$ cat src/rtl/req_dispatch_pkg.sv
// Shared types and constants for the request dispatch stage.
// Holds the id encoding helper used by the dispatcher and its channels.
package req_dispatch_pkg;

    localparam int unsigned REQ_N = 12;
    localparam int unsigned ID_W  = 4;
    localparam logic [ID_W-1:0] ID_NONE = 4'h0;

    typedef enum logic {
        ST_IDLE  = 1'b0,
        ST_ISSUE = 1'b1
    } state_t;

    // id n (1..REQ_N) maps to bit n-1; id 0 and out-of-range ids map to nothing
    function automatic logic [REQ_N-1:0] id_to_onehot(input logic [ID_W-1:0] id);
        logic [REQ_N-1:0] oh;
        oh = '0;
        for (int i = 0; i < int'(REQ_N); i++) begin
            if (id == ID_W'(i + 1)) begin
                oh[i] = 1'b1;
            end
        end
        return oh;
    endfunction

endpackage

$ cat src/rtl/req_chan.sv
// Single valid/ready service channel: holds an id until accepted,
// or drops it after TIMEOUT unaccepted valid cycles.
module req_chan
    import req_dispatch_pkg::*;
#(
    parameter int unsigned TIMEOUT = 255
) (
    input  logic            clk,
    input  logic            rst_n,
    input  logic            load,
    input  logic            load_valid,
    input  logic [ID_W-1:0] load_id,
    input  logic            ready,
    output logic            valid,
    output logic [ID_W-1:0] id,
    output logic            accept_c,
    output logic            timeout_c
);

    localparam int unsigned WAIT_W = 16;

    logic [WAIT_W-1:0] wait_cnt;

    // Ready on the timeout edge counts as an accept
    assign accept_c  = valid && ready;
    assign timeout_c = valid && !ready && (wait_cnt == WAIT_W'(TIMEOUT - 1));

    always_ff @(posedge clk or negedge rst_n) begin
        if (!rst_n) begin
            valid    <= 1'b0;
            id       <= ID_NONE;
            wait_cnt <= '0;
        end else if (load) begin
            valid    <= load_valid;
            id       <= load_id;
            wait_cnt <= '0;
        end else if (accept_c || timeout_c) begin
            valid    <= 1'b0;
            wait_cnt <= '0;
        end else if (valid) begin
            wait_cnt <= wait_cnt + WAIT_W'(1);
        end
    end

endmodule

$ cat src/rtl/req_dispatch.sv
// Collects sticky request lines into a pending vector and dispatches the
// two highest-priority ids from the external encoder on channels A and B.
module req_dispatch
    import req_dispatch_pkg::*;
#(
    parameter int unsigned TIMEOUT = 255,
    parameter int unsigned CNT_W   = 8
) (
    input  logic             clk,
    input  logic             rst_n,
    input  logic [REQ_N-1:0] req_i,
    output logic [REQ_N-1:0] pend_o,
    input  logic [ID_W-1:0]  first_i,
    input  logic [ID_W-1:0]  second_i,
    output logic             a_valid_o,
    output logic [ID_W-1:0]  a_id_o,
    input  logic             a_ready_i,
    output logic             b_valid_o,
    output logic [ID_W-1:0]  b_id_o,
    input  logic             b_ready_i,
    output logic             busy_o,
    output logic             timeout_o,
    output logic [CNT_W-1:0] grant_cnt_o
);

    state_t           state;
    state_t           state_next;
    logic             capture_c;
    logic             b_load_valid_c;
    logic             a_acc_c;
    logic             b_acc_c;
    logic             a_to_c;
    logic             b_to_c;
    logic             a_hold_c;
    logic             b_hold_c;
    logic [REQ_N-1:0] clr_c;
    logic [REQ_N-1:0] requeue_c;
    logic [1:0]       grant_inc_c;

    req_chan #(.TIMEOUT(TIMEOUT)) u_chan_a (
        .clk        (clk),
        .rst_n      (rst_n),
        .load       (capture_c),
        .load_valid (1'b1),
        .load_id    (first_i),
        .ready      (a_ready_i),
        .valid      (a_valid_o),
        .id         (a_id_o),
        .accept_c   (a_acc_c),
        .timeout_c  (a_to_c)
    );

    req_chan #(.TIMEOUT(TIMEOUT)) u_chan_b (
        .clk        (clk),
        .rst_n      (rst_n),
        .load       (capture_c),
        .load_valid (b_load_valid_c),
        .load_id    (second_i),
        .ready      (b_ready_i),
        .valid      (b_valid_o),
        .id         (b_id_o),
        .accept_c   (b_acc_c),
        .timeout_c  (b_to_c)
    );

    assign b_load_valid_c = (second_i != ID_NONE) && (second_i != first_i);
    assign a_hold_c       = a_valid_o && !a_acc_c && !a_to_c;
    assign b_hold_c       = b_valid_o && !b_acc_c && !b_to_c;
    assign grant_inc_c    = 2'(a_acc_c) + 2'(b_acc_c);
    assign requeue_c      = (a_to_c ? id_to_onehot(a_id_o) : '0)
                          | (b_to_c ? id_to_onehot(b_id_o) : '0);

    always_ff @(posedge clk or negedge rst_n) begin
        if (!rst_n) begin
            state <= ST_IDLE;
        end else begin
            state <= state_next;
        end
    end

    // Capture in IDLE; leave ISSUE once neither channel is still holding
    always_comb begin
        state_next = state;
        capture_c  = 1'b0;
        clr_c      = '0;
        case (state)
            ST_IDLE: begin
                if (first_i != ID_NONE) begin
                    capture_c  = 1'b1;
                    clr_c      = id_to_onehot(first_i) | id_to_onehot(second_i);
                    state_next = ST_ISSUE;
                end
            end
            ST_ISSUE: begin
                if (!a_hold_c && !b_hold_c) begin
                    state_next = ST_IDLE;
                end
            end
            default: state_next = ST_IDLE;
        endcase
    end

    // New requests and re-queues win over clears on the same bit
    always_ff @(posedge clk or negedge rst_n) begin
        if (!rst_n) begin
            pend_o      <= '0;
            busy_o      <= 1'b0;
            timeout_o   <= 1'b0;
            grant_cnt_o <= '0;
        end else begin
            pend_o      <= (pend_o & ~clr_c) | req_i | requeue_c;
            busy_o      <= (state_next == ST_ISSUE);
            timeout_o   <= a_to_c || b_to_c;
            grant_cnt_o <= grant_cnt_o + CNT_W'(grant_inc_c);
        end
    end

endmodule

$ cat config.mk
export PLATFORM = sky130hd
export DESIGN_NAME = req_dispatch
export DESIGN_NICKNAME = d
export VERILOG_FILES = /design/src/rtl/req_dispatch_pkg.sv /design/src/rtl/req_chan.sv /design/src/rtl/req_dispatch.sv
export SDC_FILE = /design/constraint.sdc
export NUM_CORES = 1
export LEC_CHECK = 0
export ABC_AREA = 1
export BUFFER_PORTS_ARGS = -buffer_cell sky130_fd_sc_hd__buf_2
export CELL_PAD_IN_SITES_DETAIL_PLACEMENT = 1
export CELL_PAD_IN_SITES_GLOBAL_PLACEMENT = 1
export CORE_MARGIN = 1.5
export CORE_UTILIZATION = 34
export CTS_CLUSTER_DIAMETER = 150
export DETAILED_ROUTE_END_ITERATION = 12
export HOLD_SLACK_MARGIN = 0.02
export MAX_ROUTING_LAYER = met4
export PLACE_DENSITY = 0.71
export SLEW_MARGIN = 20
export SYNTH_ARGS = -nofsm -noshare
export SYNTH_HDL_FRONTEND = slang
export SYNTH_SLANG_ARGS = --single-unit
$ cat constraint.sdc
create_clock -name clk -period 2.15 [get_ports clk]
set_input_delay 0.1075 -clock clk [delete_from_list [all_inputs] [get_ports clk]]
set_output_delay 0.1075 -clock clk [all_outputs]
set_load 0.02 [all_outputs]
# Yosys cells after proc, flatten, opt, wreduce, memory -nomap -nowiden
# Index checks and enable logic that the tools add are counted.
# W data, S select, Z words.
# word_totals
regBits,64
in_bits,24
output_inout_bits,32
wordCells,215
# classes
n_addsub,4
n_eq_ne,51
muxes,114
n_bitwise,7
n_reduce_logical,29
# op_table
cell,n
$mux W1,103
$mux W16,6
$eq A4 B4 Y1 const B,20
$eq A4 B3 Y1 const B,16
$mux W12,4
$or A12 B12 Y12,4
$add A16 B1 Y16 const B,2
$eq A16 B8 Y1 const B,2
$eq A4 B2 Y1 const B,8
$eq A4 B1 Y1 const B,4
$and A12 B12 Y12,1
$logic_and A1 B1 Y1,12
$not A12 Y12,1
$add A8 B2 Y8,1
$logic_not A1 Y1,8
$reduce_bool A4 Y1,2
$reduce_bool A3 Y1,2
$ne A4 B4 Y1,1
$reduce_bool A2 Y1,2
$logic_or A1 B1 Y1,3
$add A1 B1 Y2,1
$pmux W1 S2,1
$not A1 Y1,1

# Logic depth before layout (Yosys ltp)
# Gate-level depths: netlist (run 1).
# logic_depth
depth_word,11
ltp_mapped,9
ltp_nobuf,9

# By module
# Synthesis (run 1) repeated with hierarchy kept, for this count alone.
# hier_totals
hier_cells,514
area_unflattened_um2,3876.2
# modules_own_cells
mod,instances,cells_each,area_each_um2,seq_area_each_um2
req_dispatch,1,251,1557.7,550.5
req_chan at u_chan_a,1,131,1184.9,525.5
req_chan at u_chan_b,1,132,1133.6,525.5

# Least setup slack after synthesis (run 1)
# Ideal clock, no wire load.
# synth_path
path_kind,reg2reg
startpoint,register u_chan_a.valid
endpoint,register grant_cnt_o[6]
setup_time_ns,0.080
arrival_time_ns,1.715
required_time_ns,2.070
slack_ns,0.355
stages_incl_launch_ff,9
path_buffers,1
synth_period_minus_slack_ns,1.795
cell_sequence,dfrtp_1 buf_2 nand2_1 fa_1 inv_1 ha_1 nand3_1 nor2_1 xor2_1
# synth_between
elab_chain_len,3
# synth_lines
item,line_no,source
start: declaration,req_chan.sv:14,"output logic valid,"
start signal: assignment,req_chan.sv:34,valid <= load_valid;
$logic_and A1 B1 Y1,req_chan.sv:25,assign accept_c = valid && ready;
$add A1 B1 Y2,req_dispatch.sv:69,assign grant_inc_c = 2'(a_acc_c) + 2'(b_acc_c);
$add A8 B2 Y8,req_dispatch.sv:114,grant_cnt_o <= grant_cnt_o + CNT_W'(grant_inc_c);
end signal: assignment,req_dispatch.sv:114,
end: declaration,req_dispatch.sv:23,output logic [CNT_W-1:0] grant_cnt_o
# Every way passes these cells.
# A chain may end at the register's enable or synchronous reset.

# Worst setup path in the final report (run 1)
# layout_path
startpoint,register u_chan_b.wait_cnt[0]
endpoint,register u_chan_b.wait_cnt[15]
# layout_between
elab_chain_len,5
word_cells_on_any_way,8
classes_between,add/sub: 1; eq/ne: 1; mux: 3; reduce/logical: 3
# layout_lines
item,line_no,source
start: declaration,req_chan.sv:22,logic [WAIT_W-1:0] wait_cnt;
start signal: assignment,req_chan.sv:41,wait_cnt <= wait_cnt + WAIT_W'(1);
branches (longest 5 deep; another with $add A16 B1 Y16),--,
# Parallel ways; which one is timed is not known. The select of a mux whose other input is x is not followed.

==> out/metrics.csv, run 1 <==
metric;value;unit
Slowest-stage cell, CP;dfrtp_1;
CP delay by family, top;simple AND/OR/NAND/NOR gates;
full die area;0.0122;mm^2
Hold Vio Cnt, Final;0;
Area contributors post-synth;dfrtp_1 41%, nand2_1 15%, nor2_1 9.9%;
Least-Margin Pin Slew;0.709;ns
cells after synthesis;553;
fmax;0.613;GHz
Syn. warnings;0;
critical path startpoint category;flip-flop;
Synth Cell Area;0.00392;mm^2
CTS tree;done;
CTS H-tree lvls;3;
dominant synthesized flop cell;dfrtp_1;
DR DRC count;0;
status;finished clean;
P_leak;2.25;nW
worst path bufs/invs;2;
vias per std cell;4.97;
Mean Syn Cell Area;7.08;um^2
Final Hold Slack;0.110;ns
CP peak stage delay;0.41;ns
cell taking the most area after synthesis;dfrtp_1;
I/O pin cnt;56;
crit-path max FO;12;
antenna violations before repair;0;
TritonCTS buffer count;9;
num rows;39;
Post-synth EDFFs;0;
largest net degree at the start of global routing;37;
final antenna-violating net count;0;
crit path kind;flip-flop to flip-flop;
antenna fix cells;0;
first-iteration detailed-routing DRC count;162;
via count;3867;
Worst VDD drop;719;uV
Syn Nets;583;
setup violators final;0;
Overall Power;5.01;mW
Seq cells post-synth;64;
drt pass-1 iters;4;
Port Buffers;55;
CP arrival;1.86;ns
Max clock buf depth;2;
Root Buffer;clkbuf_16;
unrepaired setup endpoints after global routing;false;
sequential share of the synthesized area;40.9;%
Post-DP HPWL;9280;um
Die Y;110;um
vias in the first global route;3978;
grt ovf;0;
Worst Path Required;2.38;ns
CP Capture Type;flip-flop;
starting density of the core;34.6;%
proportion of layout cells with a drive suffix above 1;16.2;%
Final Wtd Congestion;0.845;
crit-path cells;inv_1 > ha_1 > nand2_1 > nor2_1 > nand3_1 > nand2_2 > inv_2 > nand2_1 > nor2_1;
clock sink count;64;
pwr/cell area;1040;mW/mm^2
core area;0.0113;mm^2
Final Cycle Share;75.9;%
clock-pin slew on the worst setup and hold paths;0.05;ns
final setup TNS;0;ns
Resize count post-CTS;0;
Max Clock Skew;0.00623;ns
Hold Crit Class;primary input to flip-flop;
Area growth syn-to-layout;23.4;%
wire length per cell;15.5;um
async set-reset flop share out of synthesis;100;%
Place WS;0.492;ns
top cell type's share of synthesized area;40.9;%
first-pass GRT wire length;19400;um
Routed WL;12000;um
final setup margin;0.518;ns
Clk Latency, worst-skew pair;0.34;ns
nets;660;
Synth cell types;32;
headroom to the max-slew limit;52.7;%
Final min period;1.63;ns
Slew Viols, Final;0;
Post-CTS Repair Setup Buffers;0;
Tot GR Track Use;21.9;%
max-cap viol count;0;
Die Width;110;um
==> repair_timing <==
| action | in CTS | in global routing |
|---|---|---|
| setup endpoints to repair | 0 | 0 |
| hold buffers | 13 | 0 |
| hold endpoints to repair | 40 | 0 |
==> cell usage in the layout (no fill, tap or decap), types with 2 or more instances in the layout <==
| master | instances |
|---|---|
| a21oi_1 | 17 |
| buf_2 | 55 |
| buf_4 | 8 |
| bufinv_16 | 2 |
| clkbuf_16 | 9 |
| clkinvlp_4 | 2 |
| dfrtp_1 | 64 |
| dlygate4sd3_1 | 13 |
| ha_1 | 5 |
| inv_1 | 55 |
| inv_2 | 7 |
| nand2_1 | 153 |
| nand2_2 | 2 |
| nand3_1 | 41 |
| nand4_1 | 34 |
| nor2_1 | 103 |
| nor2_2 | 6 |
| nor2_4 | 4 |
| nor3_1 | 4 |
| o21ai_0 | 12 |
| xnor2_1 | 10 |
| xor2_1 | 13 |
==> metal layers <==
layer	wire (um)	up-vias	part of all wire, %	track usage, %
li1	-	1916	-	-
met1	5590	1865	46	27.2
met2	5840	66	49	35.6
met3	360	20	3.0	4.17
met4	249	0	2.1	8.06
met5	0	-	0	-
==> registers in the layout (all words and copies together), names as in the netlist, 4 cells and up <==
| name | cells |
|---|---|
| grant_cnt_o | 8 |
| pend_o | 12 |
| u_chan_a.id | 4 |
| u_chan_a.wait_cnt | 16 |
| u_chan_b.id | 4 |
| u_chan_b.wait_cnt | 16 |
==> Yosys cell counts (2+ instances only) <==
library cell and n:
buf_6 2, dfrtp_1 64, a21oi_1 17, nand3_1 41, nor2_2 6, ha_1 5
xor2_1 13, nor3_1 4, xnor2_1 10, inv_2 7, buf_2 7, nand2_1 153
nand2_2 2, nor2_4 4, nand4_1 34, nor2_1 103, inv_1 55, o21ai_0 12
==> metrics by stage <==
step / instances / area (um^2) / util [%]
after floorplan: 553 / 3920 / -
after global placement: 749 / 4380 / 38.7
after detailed placement: 749 / 4380 / 38.7
after CTS: 778 / 4840 / 42.7
after global routing: 778 / 4840 / 42.7
final: 778 / 4840 / 42.7
==> power by group <==
| group | internal (mW) | leakage, nW | switching (mW) | total [mW] |
|---|---|---|---|---|
| sequential | 1.43 | 0.798 | 0.267 | 1.70 |
| clock | 1.04 | 0.152 | 0.554 | 1.60 |
| combinational | 0.526 | 1.30 | 1.19 | 1.72 |
==> final timing paths <==
check | startpoint | end | slack (ns) | cells after the start
max reg2reg | u_chan_b.wait_cnt[0]$_DFFE_PN0P_ | u_chan_b.wait_cnt[15]$_DFFE_PN0P_ | 0.52 | 9
max in group asynchronous | rst_n | pend_o[5]$_DFF_PN0_ | 1.16 | 3
min in group asynchronous | rst_n | u_chan_a.wait_cnt[12]$_DFFE_PN0P_ | 0.35 | 2
min | second_i[2] | u_chan_b.id[2]$_DFFE_PN0P_ | 0.11 | 3
min reg2reg | grant_cnt_o[7]$_DFF_PN0_ | grant_cnt_o[7]$_DFF_PN0_ | 0.47 | 1
max | u_chan_b.wait_cnt[0]$_DFFE_PN0P_ | u_chan_b.wait_cnt[15]$_DFFE_PN0P_ | 0.52 | 9
==> area by class of cell <==
class                   count  area (um^2)
clock buffers              11          243
clock inverters             5         80.1
fillers                  1485         6480
inverters                  63          239
multi-input cells         415         2010
flip-flops and latches     64         1600
well taps                 143          179
repair buffers             77          485
==> worst min-delay path: stages <==
cell	delay [ns]
buf_2	0.14
inv_1	0.08
o21ai_0	0.08
==> cell families after synthesis <==
group	after synthesis	synth area share, %
adders and majority gates	6	2.11
DFF	64	40.9
xor gates and xnor gates	23	5.14
AOI/OAI and AO/OA	33	4.41
and+or+nand+nor	353	39.6
buffers and inverters	74	7.86
Power figures use the tool's default switching activity.
==> run 2, diff against run 1 <==
ABC_AREA = 0   (was 1)
clock period = 1.4 ns   (was 2.15 ns; I/O delays follow)
==> run 2 against run 1 <==
Effect of this change:
- the flow now finishes with violations (negative setup slack)
- synthesized cell count down 35%
- core utilization up 11 points
- highest routed layer unchanged
- critical path type unchanged
- largest cell class unchanged
- clock power up 17%
==> out/metrics.csv, run 2 <==
metric;value;unit
leading registers by flop count;u_chan_a.wait_cnt x16, u_chan_b.wait_cnt x16, pend_o x12;
Final Wtd Congestion;0.881;
crit-path cells;inv_2 > ha_4 > nor4b_4 > nand2_1 > or3_4 > or3b_4 > o311ai_2;
critical path startpoint category;flip-flop;
Worst VDD drop;1000;uV
failing checks;negative setup slack;
CP peak stage delay;0.42;ns
crit-path max FO;4;
full die area;0.0108;mm^2
first-pass GRT wire length;19500;um
nets;548;
num rows;36;
core area;0.00982;mm^2
Die Y;104;um
Mean Syn Cell Area;9.55;um^2
Routed WL;12500;um
CTS H-tree lvls;3;
first-iteration detailed-routing DRC count;239;
proportion of layout cells with a drive suffix above 1;45.3;%
grt ovf;0;
Tot GR Track Use;23.7;%
Post-Route Utilization;54.0;%
Final Hold Slack;0.0115;ns
met3 usage;4.41;%
async set-reset flop share out of synthesis;100;%
CP delay by family, top;simple AND/OR/NAND/NOR gates;
clock-pin slew on the worst setup and hold paths;0.08;ns
dominant synthesized flop cell;dfrtp_1;
Post-synth EDFFs;0;
Syn. warnings;0;
top cell type's share of synthesized area;46.3;%
Root Buffer;clkbuf_8;
final antenna-violating net count;0;
Post-DP HPWL;8080;um
P_leak;2.30;nW
largest net degree at the start of global routing;28;
CP Capture Type;flip-flop;
grt met2 use;39.8;%
antenna violations before repair;0;
Final min period;1.97;ns
Max clock buf depth;2;
final setup TNS;-21.30;ns
Seq cells post-synth;64;
GRT busiest layer;met2;
worst path bufs/invs;1;
final setup margin;-0.570;ns
starting density of the core;35.2;%
Least-Margin Pin Slew;0.497;ns
Synth Cell Area;0.00346;mm^2
max-cap viol count;0;
Worst Path Required;1.66;ns
headroom to the max-slew limit;66.6;%
Hold Crit Class;primary input to flip-flop;
drt pass-1 iters;6;
CP arrival;2.23;ns
Filler Cells Inserted;1126;
Design Area, Final;0.00531;mm^2
Hold Vio Cnt, Final;0;
Die Width;104;um
commonest non-fill, non-tap cell in the layout;buf_4;
pwr/cell area;1550;mW/mm^2
Syn Nets;392;
via count;3509;
Max Clock Skew;0.0171;ns
status;finished with violations;
Area growth syn-to-layout;53.5;%
vias in the first global route;3718;
crit path kind;flip-flop to flip-flop;
vias per std cell;5.35;
setup violators final;54;
Area contributors post-synth;dfrtp_1 46%, xor2_1 6.6%, nor2_1 4.9%;
most frequent cells in the layout;88 x buf_4, 62 x dfrtp_1, 55 x buf_2, 30 x nor2_1, 29 x nand2_1;
sequential share of the synthesized area;46.3;%
DR DRC count;0;
Placed Area;0.00452;mm^2
fmax;0.508;GHz
cells after synthesis;362;
met1 usage in global routing;29.2;%
Overall Power;8.20;mW
Clk Latency, worst-skew pair;0.35;ns
Slew Viols, Final;0;
top-count cell post-synth;dfrtp_1;
Slowest-stage cell, CP;or3b_4;
clock sink count;64;
antenna fix cells;0;
Final Cycle Share;141;%
unrepaired setup endpoints after global routing;true;
Port Buffers;55;
Synth cell types;46;
CTS tree;done;
TritonCTS buffer count;9;
wire length per cell;19.1;um
synth cell count leaders;64 x dfrtp_1, 45 x nor2_1, 35 x nand2_1;
I/O pin cnt;56;
cell taking the most area after synthesis;dfrtp_1;
[run 2: stage by stage]
step	cells	setup slack (ns)
detailed placement	614	-0.641
CTS	650	-0.584
finish	656	-0.570
global route	656	-0.659
floorplan	362	-0.608
global placement	614	-0.588
[run 2: repair_timing]
| item | CTS | global route |
|---|---|---|
| gates cloned | 1 | 0 |
| buffers inserted | 18 | 7 |
| hold buffers | 8 | 0 |
| gates resized for setup | 48 | 34 |
| endpoints found under the hold margin | 71 | 0 |
| endpoints found under the setup margin | 54 | 60 |
| pin swaps | 16 | 18 |
[run 2: worst paths after layout]
path,cells after the start,slack [ns],endpoint,start
max,7,-0.57,pend_o[7]$_DFF_PN0_,u_chan_b.wait_cnt[0]$_DFFE_PN0P_
min,4,0.01,pend_o[5]$_DFF_PN0_,req_i[5]
max reg2reg,7,-0.57,pend_o[7]$_DFF_PN0_,u_chan_b.wait_cnt[0]$_DFFE_PN0P_
min reg2reg,1,0.51,grant_cnt_o[7]$_DFF_PN0_,grant_cnt_o[7]$_DFF_PN0_
max in group asynchronous,3,0.70,u_chan_a.valid$_DFFE_PN0P_,rst_n
min in group asynchronous,2,0.15,u_chan_a.wait_cnt[9]$_DFFE_PN0P_,rst_n
[run 2: per-layer routing]
layer,wire (um),vias to the layer above,share of wire [%]
met2,6340,119,51
met3,655,26,5.2
met5,0,-,0
li1,-,1598,-
met1,5230,1766,42
met4,293,0,2.3
[run 2: cells by family (layout without fill, tap and decap cells)]
logic type               Yosys count  in the layout  share of synthesized area (%)
AND/OR/NAND/NOR                  168            168                           26.3
flip-flops                        64             64                           46.3
buffers and inverters             30            191                           3.62
XOR/XNOR                          39             39                           9.88
adder cells (fa/ha/maj)            6              6                           2.39
multiplexers                       1              1                          0.326
AO/OA/AOI/OAI                     54             54                           11.1
[run 2: power by group]
part / switching (mW) / internal (mW) / total [mW]
registers: 0.480 / 2.18 / 2.67
clock network: 0.846 / 1.02 / 1.87
logic: 2.07 / 1.61 / 3.67
total: 3.39 / 4.81 / 8.20
[run 2: worst reg2reg max path: cells and delay by family (launching register included)]
kind / cells / cell delay [ns]
fa+ha+maj: 1 / 0.13
flops: 1 / 0.40
simple gates: 4 / 1.07
buf+inv: 1 / 0.09
compound gates: 1 / 0.21
[run 2: cell type report]
type / instances / area, um^2 / share of cell area (%)
multi-input combinational: 268 / 2080 / 39.2
sequential: 64 / 1600 / 30.2
timing repair buffer: 164 / 1190 / 22.4
tap: 133 / 166 / 3.14
clock buffer: 9 / 124 / 2.33
clock inverter: 7 / 103 / 1.93
inverter: 11 / 41.3 / 0.778
